$ cat config.mk
export PLATFORM = sky130hd
export DESIGN_NAME = id_ex_stage
export DESIGN_NICKNAME = d
export VERILOG_FILES = /design/src/rtl/mips_pkg.sv /design/src/rtl/fwd_mux.sv /design/src/rtl/id_ex_stage.sv
export SDC_FILE = /design/constraint.sdc
export NUM_CORES = 1
export LEC_CHECK = 0
export ABC_AREA = 0
export BUFFER_PORTS_ARGS = -buffer_cell sky130_fd_sc_hd__buf_2
export CELL_PAD_IN_SITES_DETAIL_PLACEMENT = 1
export CELL_PAD_IN_SITES_GLOBAL_PLACEMENT = 2
export CORE_MARGIN = 8
export CORE_UTILIZATION = 31
export CTS_CLUSTER_DIAMETER = 80
export DETAILED_ROUTE_END_ITERATION = 7
export PLACE_DENSITY = 0.94
export REMOVE_ABC_BUFFERS = 1
export SKIP_LAST_GASP = 1
export SYNTH_ARGS = -nofsm -noshare
export SYNTH_HDL_FRONTEND = slang
export SYNTH_SLANG_ARGS = --single-unit
$ cat constraint.sdc
create_clock -name clk -period 3.7 [get_ports clk]
set_input_delay 0.37 -clock clk [delete_from_list [all_inputs] [get_ports clk]]
set_output_delay 0.37 -clock clk [all_outputs]
set_load 0.02 [all_outputs]
$ cat src/rtl/mips_pkg.sv
// Shared MIPS definitions: ALU op codes, opcode/funct constants and the
// combinational instruction decoder used by the ID/EX stage.
package mips_pkg;

  typedef logic [5:0] alu_op_t;

  localparam alu_op_t ALU_ADD = 6'd27;
  localparam alu_op_t ALU_SUB = 6'd28;
  localparam alu_op_t ALU_SRL = 6'd29;
  localparam alu_op_t ALU_SLL = 6'd30;
  localparam alu_op_t ALU_XOR = 6'd31;
  localparam alu_op_t ALU_AND = 6'd32;

  localparam logic [5:0] OPC_RTYPE = 6'h00;
  localparam logic [5:0] OPC_ADDI  = 6'h08;

  localparam logic [5:0] FN_ADD = 6'h20;
  localparam logic [5:0] FN_SUB = 6'h22;
  localparam logic [5:0] FN_SRL = 6'h02;
  localparam logic [5:0] FN_SLL = 6'h00;
  localparam logic [5:0] FN_XOR = 6'h26;
  localparam logic [5:0] FN_AND = 6'h24;

  // Where each ALU operand comes from; SRC_NONE yields a zero operand.
  typedef enum logic [1:0] {
    SRC_NONE,
    SRC_RS,
    SRC_RT,
    SRC_IMM
  } src_sel_t;

  typedef struct packed {
    alu_op_t    op;
    logic [4:0] shamt;
    logic [4:0] dest;
    src_sel_t   sel1;
    src_sel_t   sel2;
    logic       regwrite;
    logic       illegal;
  } dec_t;

  function automatic dec_t decode(input logic [31:0] instr);
    dec_t d;
    d.op       = ALU_ADD;
    d.shamt    = '0;
    d.dest     = '0;
    d.sel1     = SRC_NONE;
    d.sel2     = SRC_NONE;
    d.regwrite = 1'b0;
    d.illegal  = 1'b1;
    case (instr[31:26])
      OPC_RTYPE: begin
        d.dest    = instr[15:11];
        d.illegal = 1'b0;
        d.sel1    = SRC_RS;
        d.sel2    = SRC_RT;
        case (instr[5:0])
          FN_ADD: d.op = ALU_ADD;
          FN_SUB: d.op = ALU_SUB;
          FN_XOR: d.op = ALU_XOR;
          FN_AND: d.op = ALU_AND;
          FN_SRL, FN_SLL: begin
            // The ALU shifts Source1, so the shifted register rt goes there.
            d.op    = (instr[5:0] == FN_SRL) ? ALU_SRL : ALU_SLL;
            d.sel1  = SRC_RT;
            d.sel2  = SRC_NONE;
            d.shamt = instr[10:6];
          end
          default: begin
            d.illegal = 1'b1;
            d.dest    = '0;
            d.sel1    = SRC_NONE;
            d.sel2    = SRC_NONE;
          end
        endcase
      end
      OPC_ADDI: begin
        d.op      = ALU_ADD;
        d.dest    = instr[20:16];
        d.sel1    = SRC_RS;
        d.sel2    = SRC_IMM;
        d.illegal = 1'b0;
      end
      default: ;
    endcase
    d.regwrite = !d.illegal && (d.dest != 5'd0);
    return d;
  endfunction

endpackage

$ cat src/rtl/fwd_mux.sv
// Operand forwarding select: EX/MEM beats MEM/WB, which beats the supplied
// value; register 0 is never forwarded.
module fwd_mux
  import mips_pkg::*;
#(
  parameter int DW = 32,
  parameter int RW = 5
) (
  input  logic [RW-1:0] idx,
  input  logic [DW-1:0] reg_data,
  input  logic          exm_we,
  input  logic [RW-1:0] exm_rd,
  input  logic [DW-1:0] exm_data,
  input  logic          wb_we,
  input  logic [RW-1:0] wb_rd,
  input  logic [DW-1:0] wb_data,
  output logic [DW-1:0] data
);

  always_comb begin
    data = reg_data;
    if (idx != '0 && exm_we && exm_rd == idx) begin
      data = exm_data;
    end else if (idx != '0 && wb_we && wb_rd == idx) begin
      data = wb_data;
    end
  end

endmodule

$ cat src/rtl/id_ex_stage.sv
// ID/EX pipeline register: decodes the ID instruction, forwards operands and
// presents registered ALU inputs, with stall (hold + refresh) and flush.
module id_ex_stage
  import mips_pkg::*;
#(
  parameter int DW = 32,
  parameter int RW = 5
) (
  input  logic          clk,
  input  logic          rst_n,
  input  logic          id_valid,
  input  logic [31:0]   id_instr,
  input  logic [DW-1:0] id_rs_data,
  input  logic [DW-1:0] id_rt_data,
  input  logic          stall,
  input  logic          flush,
  input  logic          exm_we,
  input  logic [RW-1:0] exm_rd,
  input  logic [DW-1:0] exm_data,
  input  logic          wb_we,
  input  logic [RW-1:0] wb_rd,
  input  logic [DW-1:0] wb_data,
  output logic [DW-1:0] Source1,
  output logic [DW-1:0] Source2,
  output logic [5:0]    operation,
  output logic [4:0]    shamt,
  output logic          ex_valid,
  output logic [RW-1:0] ex_rd,
  output logic          ex_regwrite,
  output logic          ex_illegal
);

  dec_t          dec;
  logic [RW-1:0] rs_idx;
  logic [RW-1:0] rt_idx;
  logic [DW-1:0] rs_fwd;
  logic [DW-1:0] rt_fwd;
  logic [DW-1:0] imm_ext;
  logic [DW-1:0] cap_src1;
  logic [DW-1:0] cap_src2;
  logic [RW-1:0] cap_idx1;
  logic [RW-1:0] cap_idx2;
  logic [RW-1:0] src1_idx;
  logic [RW-1:0] src2_idx;
  logic [DW-1:0] ref_src1;
  logic [DW-1:0] ref_src2;
  logic          fresh;

  assign dec     = decode(id_instr);
  assign rs_idx  = RW'(id_instr[25:21]);
  assign rt_idx  = RW'(id_instr[20:16]);
  assign imm_ext = {{(DW-16){id_instr[15]}}, id_instr[15:0]};

  fwd_mux #(.DW(DW), .RW(RW)) u_fwd_rs (
    .idx(rs_idx), .reg_data(id_rs_data),
    .exm_we(exm_we), .exm_rd(exm_rd), .exm_data(exm_data),
    .wb_we(wb_we), .wb_rd(wb_rd), .wb_data(wb_data),
    .data(rs_fwd)
  );

  fwd_mux #(.DW(DW), .RW(RW)) u_fwd_rt (
    .idx(rt_idx), .reg_data(id_rt_data),
    .exm_we(exm_we), .exm_rd(exm_rd), .exm_data(exm_data),
    .wb_we(wb_we), .wb_rd(wb_rd), .wb_data(wb_data),
    .data(rt_fwd)
  );

  // Held operands re-run forwarding on their stored index while stalled.
  fwd_mux #(.DW(DW), .RW(RW)) u_ref_src1 (
    .idx(src1_idx), .reg_data(Source1),
    .exm_we(exm_we), .exm_rd(exm_rd), .exm_data(exm_data),
    .wb_we(wb_we), .wb_rd(wb_rd), .wb_data(wb_data),
    .data(ref_src1)
  );

  fwd_mux #(.DW(DW), .RW(RW)) u_ref_src2 (
    .idx(src2_idx), .reg_data(Source2),
    .exm_we(exm_we), .exm_rd(exm_rd), .exm_data(exm_data),
    .wb_we(wb_we), .wb_rd(wb_rd), .wb_data(wb_data),
    .data(ref_src2)
  );

  // Stored index 0 marks "not refreshable" (immediates, unused operands).
  always_comb begin
    cap_src1 = '0;
    cap_idx1 = '0;
    cap_src2 = '0;
    cap_idx2 = '0;
    case (dec.sel1)
      SRC_RS: begin
        cap_src1 = rs_fwd;
        cap_idx1 = rs_idx;
      end
      SRC_RT: begin
        cap_src1 = rt_fwd;
        cap_idx1 = rt_idx;
      end
      default: ;
    endcase
    case (dec.sel2)
      SRC_RT: begin
        cap_src2 = rt_fwd;
        cap_idx2 = rt_idx;
      end
      SRC_IMM: cap_src2 = imm_ext;
      default: ;
    endcase
  end

  // fresh forces the first edge after reset to load even if stall is high.
  always_ff @(posedge clk or negedge rst_n) begin
    if (!rst_n) begin
      Source1     <= '0;
      Source2     <= '0;
      operation   <= ALU_ADD;
      shamt       <= '0;
      ex_valid    <= 1'b0;
      ex_rd       <= '0;
      ex_regwrite <= 1'b0;
      ex_illegal  <= 1'b0;
      src1_idx    <= '0;
      src2_idx    <= '0;
      fresh       <= 1'b1;
    end else begin
      fresh <= 1'b0;
      if (flush) begin
        Source1     <= '0;
        Source2     <= '0;
        operation   <= ALU_ADD;
        shamt       <= '0;
        ex_valid    <= 1'b0;
        ex_rd       <= '0;
        ex_regwrite <= 1'b0;
        ex_illegal  <= 1'b0;
        src1_idx    <= '0;
        src2_idx    <= '0;
      end else if (stall && !fresh) begin
        Source1 <= ref_src1;
        Source2 <= ref_src2;
      end else begin
        Source1     <= cap_src1;
        Source2     <= cap_src2;
        operation   <= dec.op;
        shamt       <= dec.shamt;
        ex_valid    <= id_valid;
        ex_rd       <= RW'(dec.dest);
        ex_regwrite <= id_valid && dec.regwrite;
        ex_illegal  <= id_valid && dec.illegal;
        src1_idx    <= cap_idx1;
        src2_idx    <= cap_idx2;
      end
    end
  end

endmodule

# [Yosys cells after proc, flatten, opt, wreduce, memory -nomap -nowiden]
# Index checks and enable logic that the tools add are counted.
[op_classes] n_eq_ne=21 n_reduce_logical=32 mux=42
[op_table] cell="$mux W32" n=12
[op_table] cell="$pmux W32 S2" n=2
[op_table] cell="$mux W5" n=12
[op_table] cell="$eq A5 B5 Y1" n=8
[op_table] cell="$reduce_bool A5 Y1" n=5
[op_table] cell="$eq A6 B6 Y1 const B" n=4
[op_table] cell="$pmux W6 S4" n=1
[op_table] cell="$logic_and A1 B1 Y1" n=20
[op_table] cell="$mux W6" n=3
[op_table] cell="$pmux W9 S2" n=1
[op_table] cell="$logic_not A6 Y1" n=2
[op_table] cell="$pmux W5 S2" n=1
[op_table] cell="$ne A4 B2 Y1 const B" n=2
[op_table] cell="$pmux W4 S2" n=1
[op_table] cell="$mux W1" n=7
[op_table] cell="$eq A2 B2 Y1 const B" n=3
[op_table] cell="$eq A6 B2 Y1 const B" n=1
[op_table] cell="$eq A6 B4 Y1 const B" n=1
[op_table] cell="$reduce_or A6 Y1" n=1
[op_table] cell="$reduce_or A4 Y1" n=1
[op_table] cell="$eq A2 B1 Y1 const B" n=1
[op_table] cell="$logic_not A1 Y1" n=2
[op_table] cell="$mux W2" n=1
[op_table] cell="$ne A2 B2 Y1 const B" n=1
[op_table] cell="other kinds (2)" n=2
[totals] ff_bits=94 elab_cells=106

# [Depth between registers and ports, before layout]
# Gate-level depths: netlist of run 1.
[logic_depth] ltp_word=9 depth_mapped=13 mapped_depth_nobuf=10

# [Hierarchy]
# Synthesis of run 1 repeated with hierarchy kept, for this count alone.
[hier_totals] hier_cells=1061 area_unflattened_um2=7910.1
[by_module_without_submodules] module="id_ex_stage" cells_each=385 instances=1 seq_area_each_um2=2332.2 area_each_um2=4116.4
[by_module_without_submodules] module="fwd_mux" cells_each=169 instances=4 seq_area_each_um2=0.0 area_each_um2=948.4

# [Worst setup path before layout of run 1]
# No wires, ideal clock.
[synth_path] kind="input port to flip-flop" startpoint="input port id_instr[27]" endpoint="register Source1[0]" setup_time_ns=0.083 required_time_ns=3.617 setup_slack_ns=0.800 path_stages=12 arrival_ns=2.817 path_cell_list="or4_1 -> nor2_1 -> and2_0 -> clkbuf_1 -> a21o_1 -> nand2_1 -> inv_1 -> ha_1 -> or3_1 -> clkbuf_1 -> clkbuf_1 -> o22ai_1"
[synth_between] elab_chain_cells=6 word_cells_on_any_way=8
[synth_lines] item="start: declaration" line="id_ex_stage.sv:12" text="input logic [31:0] id_instr,"
[synth_lines] item="$eq A6 B4 Y1 or $logic_not A6 Y1 (tied branches)" line="mips_pkg.sv:51" text="case (instr[31:26])"
[synth_lines] item="$pmux W9 S2 *" line="mips_pkg.sv:51"
[synth_lines] item="$eq A2 B2 Y1 or $eq A2 B1 Y1 (tied branches)" line="id_ex_stage.sv:89" text="case (dec.sel1)"
[synth_lines] item="$pmux W32 S2 *" line="id_ex_stage.sv:89"
[synth_lines] item="$mux W32 *" line="id_ex_stage.sv:137" text="end else if (stall && !fresh) begin"
[synth_lines] item="$mux W32 *" line="id_ex_stage.sv:126" text="if (flush) begin"
[synth_lines] item="end signal: assignment" line="id_ex_stage.sv:138" text="Source1 <= ref_src1;"
[synth_lines] item="end signal: assignment" line="id_ex_stage.sv:141" text="Source1 <= cap_src1;"
[synth_lines] item="end: declaration" line="id_ex_stage.sv:23" text="output logic [DW-1:0] Source1,"
# Every way passes the cells marked *; elsewhere a longest branch is shown, timed or not.
# A chain may end at the register's enable or synchronous reset.

# [Worst setup path in the final report of run 1]
[layout_path] startpoint="input port id_instr[27]" endpoint="register Source1[7]"
# Same word-level chain as after synthesis.

==> results of run 1 <==
layout make-up:
cell class,count,area (sq um)
multi-input cells,752,5070
clock buffers,11,253
repair buffers,291,1580
inverters,7,26.3
flip-flops and latches,93,2330
well taps,324,405
diodes,4,10.0
clock inverters,5,58.8
fillers,3035,14700
flip-flops by register name (all words and copies together) (netlist names):
signal	count
Source1	32
operation	5
ex_valid	1
ex_regwrite	1
fresh	1
src1_idx	5
src2_idx	5
ex_illegal	1
shamt	5
Source2	32
ex_rd	5
path summary, 6_finish.rpt:
kind,start,to,slack (ns)
max in group asynchronous,rst_n,Source2[4],2.92
setup reg to reg,fresh,Source1[7],1.07
hold reg to reg,Source2[3],Source2[3],0.50
min in group clk,id_instr[9],shamt[3],0.26
hold / removal,rst_n,ex_rd[1],0.01
setup / recovery,id_instr[27],Source1[7],0.84
report_power, final:
part	switching (mW)	internal, mW
sequential	0.0127	1.04
clock	0.463	0.563
combinational	0.453	0.236
cells by family after synthesis:
kind of cell,after synthesis,synth area share
AOI/OAI and AO/OA,352,0.326
and+or+nand+nor,296,0.176
buffers and inverters,113,0.0616
DFF,93,0.302
muxes,63,0.0869
xor gates and xnor gates,38,0.0431
adders and majority gates,2,0.00324
other,1,0.000486
per-layer routing:
metal | vias to the layer above | wire, um
met5 | - | 46
met4 | 8 | 1130
met3 | 95 | 3480
met2 | 553 | 18600
met1 | 4708 | 17100
li1 | 4044 | -
critical path, delay by kind of cell:
family	cells	cell delay, ns
buffers and inverters	2	0.17
and+or+nand+nor	5	1.91
AOI/OAI and AO/OA	2	0.38
adders and majority gates	1	0.26
cell usage after synthesis, drive strengths merged (26+ instances only):
cell type	count
a32o	32
o21ai	111
a31oi	27
o22ai	32
xnor2	26
nand2	104
dfrtp	89
mux2i	31
a2bb2oi	27
a221oi	32
mux2	32
buf	27
clkbuf	79
nor2	91
nor4	31
nor3	33
metrics by stage:
stage               setup WS (ns)  area [sq um]  setup TNS (ns)  hold WS (ns)  total power, mW
finish                      0.839          9730               0        0.0134             2.76
detailed placement          0.486          9410               0         0.409             1.75
global route                0.647          9730               0        0.0503             2.86
global placement            0.583          9410               0         0.410             1.73
CTS                         0.858          9720               0        0.0330             2.76
floorplan                   -1.53          7270          -77.00        0.0744             1.36
==> impl_metrics.toml, run 1 <==
[sta]
finalHoldViolCount = 0
rsz0062_at_grt = "no"
setup_violations = 0
slew_violations = 0
fin_crit_ns = 2.86
worstMarginPinSlew_ns = 1.15
period_share = 0.773
slew_headroom = 0.232
clock_skew_ns = 0.0161
fmax_ghz = 0.350

[cts]
insertion_delay_ns = 0.36
hold_buffers = 0
cts_resized = 0
clkSinkCount = 93
htreeDepth = 3
numCtsBuffers = 9
cts-root-buf = "clkbuf_16"
tritoncts = "yes"
clock_path_buffers = 2
postCtsSetupRepairBufs = 0
clk_pin_slew_worst_paths_ns = 0.08

[worst_setup_path]
cp_data_arrival_time_ns = 3.12
critical_path.startpoint_type = "primary input"
critPathMaxStageDelay_ns = 0.86
cp.required_ns = 3.96
path_cells = "buf_2, or4_1, nor2_1, and2_0, a21o_1, nand2_1, inv_1, ha_2, or3_2, o22ai_1"
crit_path_max_fanout = 32
r2r_cells = 4
endpoint_kind = "flop"
cpMaxStageDelayCell = "or3_2"
critPathKind = "in -> reg"

[logic_synthesis]
ys_ff_latch = 93
syn_inst = 958
ys_top_cells_by_area = "dfrtp_1 (29%), o21ai_0 (6.4%), nand2_1 (5.1%)"
synth_ff_type = "dfrtp_1"
syn_area_sq_mm = 0.00772
avgSynthCellArea_sq_um = 8.06
yosysWarnings = 0
seq_area_frac_synth = 0.302
ys_types = 61
async_reset_ff_frac = 1.00
synth-edff-count = 0
synth_largest_area_cell = "dfrtp_1"
yosysTopAreaCellShare = 0.289

[grt]
met3_usage = 0.0534
gr-usage-met2 = 0.417
grt_pass1_vias = 10000
grt_use_total = 0.259
gr-max-usage-layer = "met2"
grt_pass1_wl_mm = 61.8
grt_max_degree = 52
antenna_found_initial = 8
grt_overflow = 0
use_met1 = 0.337

[placed_design]
io_buffers = 259
dp.cells = 1467
gp_congestion = 0.862
hpwl_mm = 27.3

[route]
wl_mm = 40.4
vias = 9408
drc = 0
drt_iter0_drc = 643
vias_per_cell = 6.33
ant_nets = 0
avgRoutedWirePerCell_um = 27.2
first_pass_iters = 5

[power_and_ir_drop]
power_density_mw_per_mm2 = 284
peakVddDrop_mv = 0.147
p_leak_nw = 4.07

[cells_and_area]
drive_gt1_frac = 0.325
layout_common_cells = "buf_2 (258), nand2_1 (104), o21ai_0 (98)"
final_cell_count_no_fill = 1487
layout_commonest_cell = "buf_2"
final_core_util = 0.399
syn_to_final_growth_pct = 26.0
nets = 1333

[floorplanning]
die_h_um = 174
die_w_um = 174
start_util = 0.316
pin_count = 260
rows = 57
die_area_sq_mm = 0.0302
core_area_sq_mm = 0.0244

[min_path]
holdCritPathClass = "in -> async"

[flow_run]
cap_violations = 0

[status]
status = "finished, final reports clean"
Note: power is estimated with default switching activity, not from simulation.
==> run 2, diff against run 1 <==
- CORE_UTILIZATION: 31 -> 26
- PLACE_DENSITY: 0.94 -> 0.85
- clock period: 3.7 -> 2.6 ns (I/O delays scaled with it)
==> run 2 against run 1 <==
  * Global-route usage shrank 2.8 points
  * Cell area up 4.9%
  * Non-clock buffer count up 32
  * Power rose by 42%
  * Largest cell class unchanged
==> impl_metrics.toml, run 2 (synthesis gave the netlist of run 1 again) <==
[sta]
worstMarginPinSlew_ns = 1.27
setup_violations = 0
hold_slack_ns = 0.140
slew_violations = 0
slew_headroom = 0.154
fin_crit_ns = 2.48
fmax_ghz = 0.404
period_share = 0.952
rsz0062_at_grt = "no"
clock_skew_ns = 0.00911
tns_ns = 0
finalHoldViolCount = 0

[placed_design]
hpwl_mm = 29.0
gp_congestion = 0.852
io_buffers = 259
dpl_cell_area_sq_mm = 0.00987

[route]
vias = 9431
wl_mm = 42.8
vias_per_cell = 5.95
drc = 0
drt_iter0_drc = 718
first_pass_iters = 5
avgRoutedWirePerCell_um = 27.0
ant_nets = 0

[cells_and_area]
fillers = 3595
layout_commonest_cell = "buf_2"
final_area_sq_mm = 0.0102
nets = 1366
reg_top3 = "Source1 (32), Source2 (32)"
drive_gt1_frac = 0.344
layout_common_cells = "buf_2 (258), nand2_1 (104), o21ai_0 (98)"
syn_to_final_growth_pct = 32.2

[status]
status = "finished, final reports clean"

[worst_setup_path]
critical_path.startpoint_type = "flop"
r2r_cells = 7
endpoint_kind = "flop"
crit_path_max_fanout = 32
cpMaxStageDelayCell = "or4_1"
regToRegSetupSlack_ns = 0.12
r2r-start = "src2_idx[2]"
cpLargestDelayFamily = "simple AND/OR/NAND/NOR gates"
worst-path-buf-inv = 2
reg2reg_to = "Source2[6]"
cp_data_arrival_time_ns = 2.76
critPathMaxStageDelay_ns = 0.53
path_cells = "or4_1, nor2_1, nor4b_1, buf_4, nor3_4, buf_8, a32o_1"
cp.required_ns = 2.88
critPathKind = "reg -> reg"

[grt]
grt_use_total = 0.231
antenna_found_initial = 11
grt_overflow = 0
grt_max_degree = 39
grt_pass1_wl_mm = 63.5
grt_pass1_vias = 10200

[power_and_ir_drop]
p_leak_nw = 4.28
peakVddDrop_mv = 0.298
p_int_mw = 2.54
p_seq_frac = 0.380
p_clk_frac = 0.356
power_density_mw_per_mm2 = 386
switching_power_mw = 1.40
swShare = 0.354
combinationalPowerShare = 0.264

[cts]
postCtsSetupRepairBufs = 0
cts-root-buf = "clkbuf_16"
htreeDepth = 3
clk_pin_slew_worst_paths_ns = 0.08
clkSinkCount = 93
insertion_delay_ns = 0.36
numCtsBuffers = 9
tritoncts = "yes"
clock_path_buffers = 2

[floorplanning]
die_area_sq_mm = 0.0355
start_util = 0.263
die_w_um = 188
rows = 63
pin_count = 260
die_h_um = 188
core_area_sq_mm = 0.0294

[min_path]
min_path_cells = 2
worstHoldStart = "id_instr[10]"
holdCritPathClass = "in -> reg"
whs_endpoint = "shamt[4]"

[flow_run]
cap_violations = 0
run 2: layout make-up:
type	count	area, sq um	share of cell area
tap	390	488	0.0478
clock inverter	6	53.8	0.00527
sequential	93	2330	0.229
multi-input combinational	753	5080	0.498
inverter	7	26.3	0.00258
clock buffer	10	239	0.0234
timing repair buffer	323	1980	0.194
antenna	4	10.0	0.000981
run 2: metal layers:
layer  global-route usage  vias up  part of all wire
met4               0.0908       16             0.033
met3               0.0636      109             0.089
met2                0.370      508              0.46
met5                    0        -            0.0021
li1                     -     4116                 -
met1                0.292     4682              0.42
run 2: metrics by stage:
step / cells / utilization / total power [mW] / worst slack [ns]
global placement: 1564 / 0.336 / 2.52 / -0.0688
finish: 1586 / 0.347 / 3.94 / 0.124
CTS: 1581 / 0.346 / 3.96 / -0.0383
global route: 1585 / 0.347 / 4.08 / 0.00821
floorplan: 852 / - / 1.94 / -2.60
detailed placement: 1564 / 0.336 / 2.54 / -0.149
run 2: what timing repair did:
item | in CTS | in global routing
pin swaps | 0 | 1
gates resized for setup | 0 | 4
endpoints found under the hold margin | 28 | 0
gates cloned | 0 | 1
setup endpoints to repair | 1 | 32
hold buffers | 1 | 0
run 2: worst register-to-register path: cells and delay by family, from the launching register on:
family	cells	cell delay (ns)
compound gates	1	0.25
buf+inv	2	0.52
flops	1	0.46
simple gates	4	1.18
run 2: power groups by stage:
stage | sequential [mW] | combinational, mW | clock (mW)
floorplan | 1.56 | 0.386 | 0
global placement | 1.52 | 0.995 | 0
detailed placement | 1.52 | 1.02 | 0
CTS | 1.49 | 1.02 | 1.44
global route | 1.50 | 1.10 | 1.48
finish | 1.49 | 1.04 | 1.40
run 2: worst max-delay path by stage:
stage / endpoint / startpoint / cells after the start / slack [ns]
floorplan: Source2[30] / fresh / 5 / -2.60
global placement: Source1[26] / id_instr[27] / 11 / -0.07
detailed placement: Source1[18] / id_instr[26] / 11 / -0.15
CTS: Source2[6] / src2_idx[3] / 7 / -0.04
global route: Source2[30] / src2_idx[1] / 7 / 0.008
finish: Source2[6] / src2_idx[2] / 7 / 0.12
